[config.mk]
export PLATFORM = sky130hd
export DESIGN_NAME = snn_tdm_lif_layer
export DESIGN_NICKNAME = d
export VERILOG_FILES = /design/src/rtl/snn_tdm_lif_layer.sv
export SDC_FILE = /design/constraint.sdc
export NUM_CORES = 1
export LEC_CHECK = 0
export ABC_CLOCK_PERIOD_IN_PS = 8850
export CORE_ASPECT_RATIO = 0.8
export CORE_UTILIZATION = 60
export DETAILED_ROUTE_END_ITERATION = 8
export PLACE_DENSITY = 0.77
export SLEW_MARGIN = 20
export SYNTH_ARGS = -nofsm -noshare
export SYNTH_HDL_FRONTEND = slang
export SYNTH_SLANG_ARGS = --single-unit
[constraint.sdc]
create_clock -name clk -period 8.85 [get_ports clk]
set_input_delay 1.3275 -clock clk [delete_from_list [all_inputs] [get_ports clk]]
set_output_delay 1.3275 -clock clk [all_outputs]
set_load 0.03 [all_outputs]
[src/rtl/snn_tdm_lif_layer.sv]
// snn_tdm_lif_layer: time-multiplexed LIF neuron layer; define SNN_LAYER_WINNER_EN for a running spike-count argmax
module snn_tdm_lif_layer #(
    parameter int NUM_NEURONS = 10,
    parameter int TIME_STEPS = 100,
    parameter int POT_WIDTH = 16,
    parameter int CUR_WIDTH = 16,
    parameter int THRESHOLD = 550,
    parameter int RESET_POT = 0,
    parameter int LEAK_SHIFT = 4,
    parameter int REFRACTORY = 2,
    parameter int CNT_WIDTH = 8
) (
    input  logic                               clk,
    input  logic                               rst_n,
    input  logic                               start,
    output logic                               busy,
    output logic                               done,
    output logic                               cur_req,
    output logic [$clog2(NUM_NEURONS)-1:0]     cur_idx,
    input  logic                               cur_valid,
    input  logic signed [CUR_WIDTH-1:0]        cur_data,
    output logic                               spk_valid,
    output logic [$clog2(NUM_NEURONS)-1:0]     spk_idx,
    output logic                               spk,
    output logic                               step_done,
    output logic [$clog2(TIME_STEPS+1)-1:0]    time_step,
    output logic [NUM_NEURONS-1:0]             spike_vec,
    input  logic [$clog2(NUM_NEURONS)-1:0]     cnt_rd_idx,
    output logic [CNT_WIDTH-1:0]               cnt_rd_data,
    output logic [$clog2(NUM_NEURONS)-1:0]     winner_idx,
    output logic [CNT_WIDTH-1:0]               winner_cnt
);
    localparam int IW = $clog2(NUM_NEURONS);
    localparam int TW = $clog2(TIME_STEPS + 1);
    localparam int RW = $clog2(REFRACTORY + 2);
    localparam int SW = POT_WIDTH + 2;
    localparam logic signed [SW-1:0] POS_MAX = {3'b000, {(POT_WIDTH-1){1'b1}}};
    localparam logic signed [SW-1:0] NEG_MIN = {3'b111, {(POT_WIDTH-1){1'b0}}};
    localparam logic signed [POT_WIDTH-1:0] RST_V = POT_WIDTH'(RESET_POT);
    localparam logic signed [POT_WIDTH-1:0] THR = POT_WIDTH'(THRESHOLD);
    localparam logic [RW-1:0] REFR_V = RW'(REFRACTORY);

    typedef enum logic [2:0] {IDLE, INIT, FETCH, STEP_END, DONE} state_t;

    state_t                      state_q;
    logic signed [POT_WIDTH-1:0] v_q [NUM_NEURONS];
    logic [RW-1:0]               refr_q [NUM_NEURONS];
    logic [CNT_WIDTH-1:0]        cnt_q [NUM_NEURONS];
    logic [IW-1:0]               idx_q;
    logic [NUM_NEURONS-1:0]      shadow_q;
    logic [NUM_NEURONS-1:0]      spike_vec_q;
    logic [TW-1:0]               time_step_q;
    logic                        spk_valid_q;
    logic                        spk_q;
    logic [IW-1:0]               spk_idx_q;

    logic                        xfer;
    logic                        refr_act;
    logic                        fire_d;
    logic                        last_n;
    logic                        last_t;
    logic signed [POT_WIDTH-1:0] v_cur;
    logic signed [POT_WIDTH-1:0] leak;
    logic signed [SW-1:0]        sum;
    logic signed [POT_WIDTH-1:0] s_d;
    logic [CNT_WIDTH-1:0]        cnt_d;

    // Headroom of two bits lets the leak/current sum be clamped instead of wrapping
    assign xfer     = state_q == FETCH && cur_valid;
    assign v_cur    = v_q[idx_q];
    assign leak     = v_cur >>> LEAK_SHIFT;
    assign sum      = SW'(v_cur) - SW'(leak) + SW'(cur_data);
    assign s_d      = sum > POS_MAX ? POS_MAX[POT_WIDTH-1:0] :
                      sum < NEG_MIN ? NEG_MIN[POT_WIDTH-1:0] : sum[POT_WIDTH-1:0];
    assign refr_act = refr_q[idx_q] != '0;
    assign fire_d   = !refr_act && s_d >= THR;
    assign cnt_d    = &cnt_q[idx_q] ? cnt_q[idx_q] : cnt_q[idx_q] + 1'b1;
    assign last_n   = idx_q == IW'(NUM_NEURONS - 1);
    assign last_t   = time_step_q == TW'(TIME_STEPS - 1);

    always_ff @(posedge clk) begin
        if (!rst_n || state_q == INIT) begin
            for (int i = 0; i < NUM_NEURONS; i++) begin
                v_q[i]    <= RST_V;
                refr_q[i] <= '0;
                cnt_q[i]  <= '0;
            end
            shadow_q <= '0;
        end else if (xfer) begin
            v_q[idx_q]      <= refr_act || fire_d ? RST_V : s_d;
            refr_q[idx_q]   <= refr_act ? refr_q[idx_q] - 1'b1 : fire_d ? REFR_V : '0;
            cnt_q[idx_q]    <= fire_d ? cnt_d : cnt_q[idx_q];
            shadow_q[idx_q] <= fire_d;
        end
    end

    always_ff @(posedge clk) begin
        if (!rst_n) begin
            state_q     <= IDLE;
            idx_q       <= '0;
            time_step_q <= '0;
            spike_vec_q <= '0;
            spk_valid_q <= 1'b0;
            spk_idx_q   <= '0;
            spk_q       <= 1'b0;
        end else begin
            spk_valid_q <= xfer;
            spk_idx_q   <= xfer ? idx_q : spk_idx_q;
            spk_q       <= xfer ? fire_d : spk_q;
            case (state_q)
                IDLE: state_q <= start ? INIT : IDLE;
                INIT: begin
                    idx_q       <= '0;
                    time_step_q <= '0;
                    state_q     <= FETCH;
                end
                FETCH: if (cur_valid) begin
                    idx_q   <= last_n ? idx_q : idx_q + 1'b1;
                    state_q <= last_n ? STEP_END : FETCH;
                end
                STEP_END: begin
                    spike_vec_q <= shadow_q;
                    time_step_q <= time_step_q + 1'b1;
                    idx_q       <= '0;
                    state_q     <= last_t ? DONE : FETCH;
                end
                DONE: state_q <= IDLE;
                default: state_q <= IDLE;
            endcase
        end
    end

    assign busy        = state_q != IDLE;
    assign done        = state_q == DONE;
    assign cur_req     = state_q == FETCH;
    assign step_done   = state_q == STEP_END;
    assign cur_idx     = idx_q;
    assign spk_valid   = spk_valid_q;
    assign spk_idx     = spk_idx_q;
    assign spk         = spk_q;
    assign time_step   = time_step_q;
    assign spike_vec   = spike_vec_q;
    assign cnt_rd_data = cnt_q[cnt_rd_idx];

`ifdef SNN_LAYER_WINNER_EN
    logic [IW-1:0]        win_idx_q;
    logic [CNT_WIDTH-1:0] win_cnt_q;

    // Neurons are visited in ascending order, so strict > plus the index tie-break keeps the lowest index
    always_ff @(posedge clk) begin
        if (!rst_n || state_q == INIT) begin
            win_idx_q <= '0;
            win_cnt_q <= '0;
        end else if (xfer && fire_d) begin
            if (cnt_d > win_cnt_q) begin
                win_idx_q <= idx_q;
                win_cnt_q <= cnt_d;
            end else if (cnt_d == win_cnt_q && idx_q < win_idx_q) begin
                win_idx_q <= idx_q;
            end
        end
    end

    assign winner_idx = win_idx_q;
    assign winner_cnt = win_cnt_q;
`else
    assign winner_idx = '0;
    assign winner_cnt = '0;
`endif
endmodule
==> impl_results.md <==
- Status: finished clean
- Met3 WL: around 7000 um
- GRT Util Overall: 30.7%
- Post-Route WL: between 50000 and 60000 um
- Drt initial violations: 1821
- CP Capture Type: register
- Initial Util: between 60% and 70%
- Tcrit/Tclk final: between 80% and 90%
- Critical path required time: between 9 and 10 ns
- DR WL met2: 25600 um
- DRC: 0
- Slew Limit Fails: 0
- Flops & latches, synth: 460
- Setup CP Type: reg2reg
- Slowest stage delay, CP: between 0.7 and 0.8 ns
- Family with the most delay on the worst path: compound AO/OA/AOI/OAI gates
- CTS H-tree depth: 2
- CP max stage cell: dfxtp_4
- First-pass GRT wire length: between 80000 and 90000 um
- Die extent in x: roughly 220 um
- Skew final: roughly 0.016 ns
- Pre-antenna DRT Iters: 5
- Peak supply drop: roughly 0.14 mV
- Core Footprint: about 0.036 mm^2
- Layout fillers: between 2000 and 2500
- Max_cap viols: 0
- Routability-driven placement congestion ratio: slightly below 1
- CTS Buffer Depth: 3
- CP Launch Type: register
- Final core utilization: 68.0%
- # port buffers: a little over 60
- Crit-path cells: buf_12 -> mux4_2 -> mux4_2 -> inv_1 -> fa_1 -> inv_1 -> ha_1 -> a21oi_2 -> nand2_1 -> o41a_1 -> or4_4 -> a211o_1 -> a311o_1 -> o21ai_1 -> a21oi_1 -> buf_4 -> a21oi_1 -> nor3_1
- Synth warn: 0
- Fin nets: approximately 1600
- Die footprint: between 0.03 and 0.04 mm^2
- Setup Fix Bufs, Post-CTS: 0
- Initial antenna violation count: 0
- Ys flop type: edfxtp_1
- Final setup violation count: 0
- Row count: 62
- Maximum clock rate: about 140 MHz
- Area grow syn2layout: 11.7%
- Post-Syn Area per Cell: ~14 um^2
- Routed wire per std cell: 26.5 um
- Sequential area share after synthesis: about three fifths
- Drt via density: 6.56
- Die Y-Extent: ~170 um
- Post-layout minimum cycle time: a little over 7 ns
- Clk slew on worst S/H paths: approximately 0.06 ns
- CTS buffer count: 45
- Syn Inst Count: around 1500
- Routed vias: between 10000 and 15000
- Remaining Overflow, GRT: 0
- Setup TNS: 0 ns
- Worst min-delay path class: reg2reg
- P per Cell Area: 230 mW/mm^2
- Buf/Inv on CP: 4
- Asr flop ratio synth: 0%
- Fraction of layout cells with a size suffix above 1: between 10% and 20%
- Final instance area: between 0.02 and 0.025 mm^2
- Post-detailed-route count of antenna-violating nets: 0
- # hold bufs at CTS: 0
- Fin Hold WS: approximately 0.46 ns
- Max-slew headroom: between 20% and 30%
- Clock Sinks: 460
- Count of unique library cells instantiated by Yosys: 69
- LEAKAGE: about 8.6 nW
- Number of diodes: 0
- Root buf cell: clkbuf_16
- Cts repair resizes: 0
- Mapped Area: 0.0219 mm^2
- Post-synth EDFFs: 416
- Unrepaired setup endpoints after global routing: false
- I/O pin count: 75
- Worst skew pair latency: around 0.56 ns
- Total power: around 5.6 mW
- Vias in the first global route: approximately 14000
- Pin count of the biggest net entering global routing: between 60 and 70
- CTS tree: built
- Crit-path max FO: 31
- Hpwl dp: 34800 um
- Top routing layer used: met4
- Fin. Hold Viols: 0
- Arrival @ worst endpoint: 7.37 ns
- Wl on met1: ~21000 um
- Worst Tran Pin Value: about 1.1 ns
- Placed Area: 0.0230 mm^2
==> final timing paths <==
check,slack [ns],end,startpoint,cells after the start
setup reg to reg,1.71,cnt_q[11][7],register,18
setup / recovery,1.71,cnt_q[11][7],register,18
hold / removal,0.46,shadow_q[5],shadow_q[5],2
hold reg to reg,0.46,shadow_q[5],shadow_q[5],2
==> synthesized netlist by cell type, drive strengths merged (5+ instances only) <==
| library cell | number | area share (%) |
|---|---|---|
| nand2b | 6 | 0.17 |
| o21ai | 18 | 0.43 |
| mux2i | 7 | 0.32 |
| or3 | 6 | 0.17 |
| or2 | 8 | 0.23 |
| nor2b | 9 | 0.26 |
| a22oi | 16 | 0.55 |
| clkbuf | 66 | 1.1 |
| fa | 15 | 1.4 |
| ha | 26 | 1.5 |
| nand3 | 26 | 0.60 |
| a211oi | 5 | 0.17 |
| nor3 | 70 | 1.6 |
| a21o | 6 | 0.21 |
| a21oi | 52 | 1.2 |
| mux4 | 161 | 17 |
| nor2 | 237 | 4.2 |
| buf | 42 | 1.1 |
| nand4 | 8 | 0.23 |
| xor2 | 12 | 0.55 |
| edfxtp | 416 | 57 |
| nand2 | 104 | 1.8 |
| a21boi | 18 | 0.62 |
| and2 | 6 | 0.17 |
| xnor2 | 11 | 0.44 |
| dfxtp | 44 | 4.0 |
| inv | 72 | 1.2 |
| and3 | 5 | 0.14 |
==> layout by cell type (no fill, tap or decap), drive strengths merged, types with 6 or more instances in the layout <==
master / synthesis / layout
clkinv: 0 / 20
xnor2: 11 / 11
clkdlybuf4s50: 0 / 61
conb: 1 / 12
edfxtp: 416 / 416
inv: 72 / 73
nor2: 237 / 237
buf: 42 / 42
dfxtp: 44 / 44
o21ai: 18 / 18
a21o: 6 / 6
nand4: 8 / 8
and2: 6 / 6
a22oi: 16 / 16
nor2b: 9 / 9
or2: 8 / 8
nor3: 70 / 70
a21oi: 52 / 52
xor2: 12 / 12
ha: 26 / 26
fa: 15 / 15
nand2b: 6 / 6
or3: 6 / 6
a21boi: 18 / 18
nand3: 26 / 26
nand2: 104 / 104
mux4: 161 / 161
clkbuf: 66 / 60
mux2i: 7 / 7
==> per-stage QoR <==
stage	std cells	setup slack, ns
global placement	2005	1.89
global route	2088	1.26
detailed placement	2005	1.72
CTS	2088	1.69
floorplan	1530	1.49
finish	2088	1.71
==> cell families (layout without fill, tap and decap cells) <==
logic type	Yosys count	after routing	share of synthesized area, %
flops	460	460	61.2
compound gates	151	151	4.67
fa+ha+maj	41	41	2.86
other cells	1	12	0.0171
mux	168	168	16.9
buf+inv	180	258	3.50
xor+xnor	23	23	0.990
simple gates	495	495	9.90
==> worst register-to-register path: stages, from the launching register on <==
cell     delay [ns]
dfxtp_4        0.74
buf_12         0.35
mux4_2         0.61
mux4_2         0.56
inv_1          0.10
fa_1           0.40
inv_1          0.08
ha_1           0.33
a21oi_2        0.19
nand2_1        0.09
o41a_1         0.45
or4_4          0.56
a211o_1        0.32
a311o_1        0.39
o21ai_1        0.34
a21oi_1        0.14
buf_4          0.23
a21oi_1        0.66
nor3_1         0.28
==> registers in the layout (all words and copies together), names as in the netlist, named ones only <==
name	flops
shadow_q	10
time_step	7
spk_idx	4
state_q	3
v_q	256
refr_q	32
spk_valid	1
cnt_q	128
spike_vec	10
cur_idx	4
spk	1
==> layout make-up <==
type | instances | area, um^2 | share of cell area [%]
sequential | 460 | 13400 | 54.8
multi-input combinational | 890 | 7840 | 32.1
clock buffer | 60 | 1230 | 5.06
timing repair buffer | 103 | 948 | 3.88
tap | 480 | 601 | 2.46
inverter | 72 | 270 | 1.11
clock inverter | 23 | 154 | 0.630
==> per-layer routing <==
layer / GRT usage (%) / up-vias
li1: - / 5841
met1: 43.8 / 6816
met2: 46.8 / 924
met3: 8.36 / 120
met4: 9.63 / 0
met5: 0 / -
==> power by group <==
| group | internal (mW) | switching, mW |
|---|---|---|
| sequential | 2.44 | 0.0443 |
| clock | 1.04 | 0.792 |
| combinational | 0.412 | 0.906 |
| total | 3.89 | 1.74 |
Power figures use the tool's default switching activity.
==> edit 1: new RTL, config.mk and constraints unchanged <==
Encoding of `state_t`: now one-hot (5 bits for 5 states).
--- a/src/rtl/snn_tdm_lif_layer.sv
+++ b/src/rtl/snn_tdm_lif_layer.sv
@@ -41,5 +41,5 @@
     localparam logic [RW-1:0] REFR_V = RW'(REFRACTORY);
 
-    typedef enum logic [2:0] {IDLE, INIT, FETCH, STEP_END, DONE} state_t;
+    typedef enum logic [4:0] {IDLE = 5'b00001, INIT = 5'b00010, FETCH = 5'b00100, STEP_END = 5'b01000, DONE = 5'b10000} state_t;
 
     state_t                      state_q;
Formal check against the unedited RTL: same outputs for any inputs over 4 cycles, from zero or initial values and one cycle with rst_n low; so few cycles prove little.
==> edit 1 against the unedited design <==
  * Synthesized area rose by 4.3%
  * Sequential cell count rose by 2
  * Power fell by 9.4%
  * Clock power rose by 3%
  * Routed wire length rose by 11%
  * Worst setup slack got worse by 0.15 ns
  * Final area rose by 3.8%
  * Combinational power fell by 41%
==> edit 1: results (changes against the unedited design) <==
----------------------------------------------------
[Run status]
  Run status ... finished clean

[Routing]
  Wire length per cell after detailed routing ... 27.9 microns (+5.2%)
  Met3 Wirelength ... 8900 microns (+27%)
  Total wire length ... 61,300 microns (+11%)

[Setup path]
  Peak fanout along the critical path ... 73 (+140%)
  Maximum cell stage delay along the critical path ... 0.78 ns (+0.04 ns)
  Data arrival time of the worst path ... 7.57 ns (+0.20 ns)
  Cell family contributing the most delay on the critical path ... simple AND/OR/NAND/NOR gates
  Reg2reg setup slack ... 1.56 ns (-0.15 ns)

[Finish]
  Clock-cell share of area ... 0.0563 (-0.000505)
  Fraction of layout cells with a size suffix above 1 ... 0.190 (+0.00660)
  Number of clock buffer instances in the layout ... 57 (-5.0%)
  Count of fill cells added during filler insertion ... 2,452 (+2.5%)
  Share of the final layout cell area in sequential cells ... 0.529 (-0.0185)
  Final standard cell utilization of the core ... 0.682 (+0.00143)
  Proportion of final cell area spent on non-clock buffers ... 0.0375 (-0.00132)
  Area delta synth->final ... 11.2%
  Nonclk buf count ... 105 (+1.9%)

[Timing]
  Clock Skews ... 0.0193 ns (+0.00299 ns)
  Max transition margin ... 0.204 (-0.0766)
  Crit path time final ... 7.29 ns (+0.149 ns)

[GRT]
  Pin count of the biggest net entering global routing ... 74 (+17%)
  Wire length of the first global-routing pass ... 91,600 microns (+8.7%)
  Global routing usage summed across all routing layers ... 0.326 (+0.0183)

[Synth]
  Synth cell types ... 75 (+8.7%)
  Fraction of synthesized area in multiplexers ... 0.169 (-0.000252)
  Fraction of the yosys area taken by sequential cells ... 0.588 (-0.0232)
  Xor-xnor portion of the synthesized cell area ... 0.00615 (-0.00375)
  Synthesized area per cell ... 13.8 sq um (-3.8%)
  Cell types occupying the most area after synthesis ... sky130_fd_sc_hd__edfxtp_1 (55%), sky130_fd_sc_hd__mux4_2 (17%), sky130_fd_sc_hd__dfxtp_1 (4.0%), sky130_fd_sc_hd__nand2_1 (3.2%), sky130_fd_sc_hd__nor3_1 (3.2%)

[Hold path]
  Hold Path Sink ... spike_vec[2]$_SDFFE_PN0P_

[Power]
  VDD IR-drop max ... 0.162 mV (+15%)
  Static Leak ... 0.00833 uW (-2.9%)

[Clock tree]
  Number of CTS-inserted buffers ... 46 (+2.2%)

[Place]
  Post-placement cell area ... 23,900 sq um (+3.9%)
  Detailed placement HPWL ... 37,300 microns (+7.1%)

----------------------------------------------------
-- edit 1: changes by cell type after synthesis, sizes merged, moves of 15 or more --
cell    change
nor4b      +16
nor3       +84
nor4       +19
clkbuf     +19
nand2      +92
a22oi      -15
a21oi      +49
a21boi     -18
nor2      -158
-- edit 1: worst reg2reg max path: cells and delay by family (launching register included) --
family / cells / cell delay [ns]
AND/OR/NAND/NOR: 5 / 1.76
buffers and inverters: 5 / 1.72
multiplexers: 2 / 1.08
AO/OA/AOI/OAI: 4 / 1.00
flip-flops: 1 / 0.78
adder cells (fa/ha/maj): 2 / 0.64
-- edit 1: layer usage --
layer | vias up | GRT usage
met4 | 2 | 0.108
li1 | 6384 | -
met2 | 1166 | 0.489
met5 | - | 0.0141
met3 | 161 | 0.0939
met1 | 7498 | 0.461
-- edit 1: power breakdown --
part / leakage [uW] / total [uW] / internal (uW) / switching, uW
Sequential: 0.00468 / 2430 / 2410 / 20.1
Clock: 0.000690 / 1890 / 1060 / 826
Combinational: 0.00296 / 777 / 242 / 535
==> edit 2: new RTL, config.mk and constraints unchanged <==
Without the edit above. Build with the macro `SNN_LAYER_WINNER_EN` defined.
--- a/src/rtl/snn_tdm_lif_layer.sv
+++ b/src/rtl/snn_tdm_lif_layer.sv
@@ -1,3 +1,5 @@
 // snn_tdm_lif_layer: time-multiplexed LIF neuron layer; define SNN_LAYER_WINNER_EN for a running spike-count argmax
+`define SNN_LAYER_WINNER_EN
+
 module snn_tdm_lif_layer #(
     parameter int NUM_NEURONS = 10,
Behaviour: not the same (a bounded check fails within 4 cycles, from zero or initial values and one cycle with rst_n low).
==> edit 2 against the unedited design <==
  * Count of clock-buffer cells in the layout down 1
  * Power up 6.7%
  * Sequential power up 2%
  * Clock power up 9%
  * Hold slack better by 0.0096 ns
  * Routed wire length up 12%
  * Synthesized area up 3.8%
  * Worst setup slack worse by 0.26 ns
  * Final area up 4.6%
  * First-iteration DRC count up 34%
  * Sequential cell count up 12
==> edit 2: results (changes against the unedited design) <==
----------------------------------------------------
[Run status]
  Run status ... finished clean

[Routing]
  Number of DRC violations after detailed-routing iteration 0 ... 2,440 (+34%)
  Detailed-routed wire length on met2 ... 28,200 microns (+10%)
  Met1 Wirelength ... 22,600 microns (+6.1%)
  Total wire length ... 62,100 microns (+12%)
  Met3 Wirelength ... 9400 microns (+34%)

[GRT]
  Wire length of the first global-routing pass ... 92,100 microns (+9.3%)
  Global-route met1 utilization ... 0.476 (+0.0384)
  Global routing usage summed across all routing layers ... 0.330 (+0.0223)
  Met3 Resource Use GR ... 0.0830 (-0.000521)
  Pin count of the biggest net entering global routing ... 92 (+46%)

[Timing]
  Max transition margin ... 0.264 (-0.0174)
  Post-Route Hold Slack ... 0.466 ns (+0.00962 ns)
  Clock Skews ... 0.0339 ns (+0.0176 ns)

[Synth]
  Fraction of synthesized area in multiplexers ... 0.164 (-0.00502)
  Synthesized area per cell ... 14.3 sq um (-0.75%)
  Synthesized-area fraction occupied by ao, oa, aoi and oai cells ... 0.0690 (+0.0223)
  Fraction of the yosys area taken by sequential cells ... 0.600 (-0.0116)
  Share of synthesized cell area in full adder, half adder and majority cells ... 0.0336 (+0.00503)
  Cell types occupying the most area after synthesis ... sky130_fd_sc_hd__edfxtp_1 (55%), sky130_fd_sc_hd__mux4_2 (16%), sky130_fd_sc_hd__dfxtp_1 (4.9%), sky130_fd_sc_hd__nor3_1 (3.4%), sky130_fd_sc_hd__a21oi_1 (2.7%)
  Most instantiated cells after synthesis ... sky130_fd_sc_hd__edfxtp_1 (416), sky130_fd_sc_hd__mux4_2 (163), sky130_fd_sc_hd__nor3_1 (156), sky130_fd_sc_hd__a21oi_1 (121), sky130_fd_sc_hd__nand2_1 (90)
  Xor-xnor portion of the synthesized cell area ... 0.00811 (-0.00179)

[Place]
  Number of port buffers ... 74 (+19%)
  Number of cells after detailed placement ... 2,083 (+3.9%)
  Final Wtd Congestion ... 0.955 (-1.9%)

[Setup path]
  Cell with the largest stage delay on the worst path ... sky130_fd_sc_hd__a311oi_1
  Number of cells on the worst reg-to-reg path ... 17 (-1)
  Peak fanout along the critical path ... 91 (+190%)
  Maximum cell stage delay along the critical path ... 0.89 ns (+0.15 ns)

[Finish]
  Fraction of layout cells with a size suffix above 1 ... 0.187 (+0.00322)
  Final cell count without fillers ... 2,169 (+3.9%)
  Number of nets at the end of the flow ... 1,720 (+5.1%)

[Power]
  Static Leak ... 0.00876 uW (+2.1%)

[Hold path]
  Hold Path Sink ... spike_vec[9]$_SDFFE_PN0P_
  Worst min-delay path startpoint ... spike_vec[9]$_SDFFE_PN0P_

[Clock tree]
  Skew-Pair Late Insertion Delay ... 0.59 ns (+0.03 ns)

----------------------------------------------------
edit 2: cell count changes after synthesis, sizes merged, moves of 14 or more:
| cell | unedited run | this run |
|---|---|---|
| a21oi | 52 | 122 |
| nand2 | 104 | 90 |
| nand3 | 26 | 44 |
| nor2 | 237 | 73 |
| nor3 | 70 | 157 |
| o21ai | 18 | 39 |
edit 2: final cells by class:
cell class	count	area (sq um)	area share
inverters	85	319	0.0125
clock buffers	59	1260	0.0494
flip-flops and latches	472	13600	0.533
clock inverters	27	277	0.0108
repair buffers	117	1080	0.0424
multi-input cells	922	8370	0.328
well taps	487	609	0.0239
edit 2: report_power, final:
part           internal, uW  switching (uW)
Sequential             2490            45.5
Clock                  1110             880
Combinational           412            1060
edit 2: critical path: cells and delay by family (launching register included):
kind,cells,cell delay (ns)
AO/OA/AOI/OAI,6,2.66
buffers and inverters,4,1.10
multiplexers,2,1.04
adder cells (fa/ha/maj),2,0.74
AND/OR/NAND/NOR,3,0.69
flip-flops,1,0.67
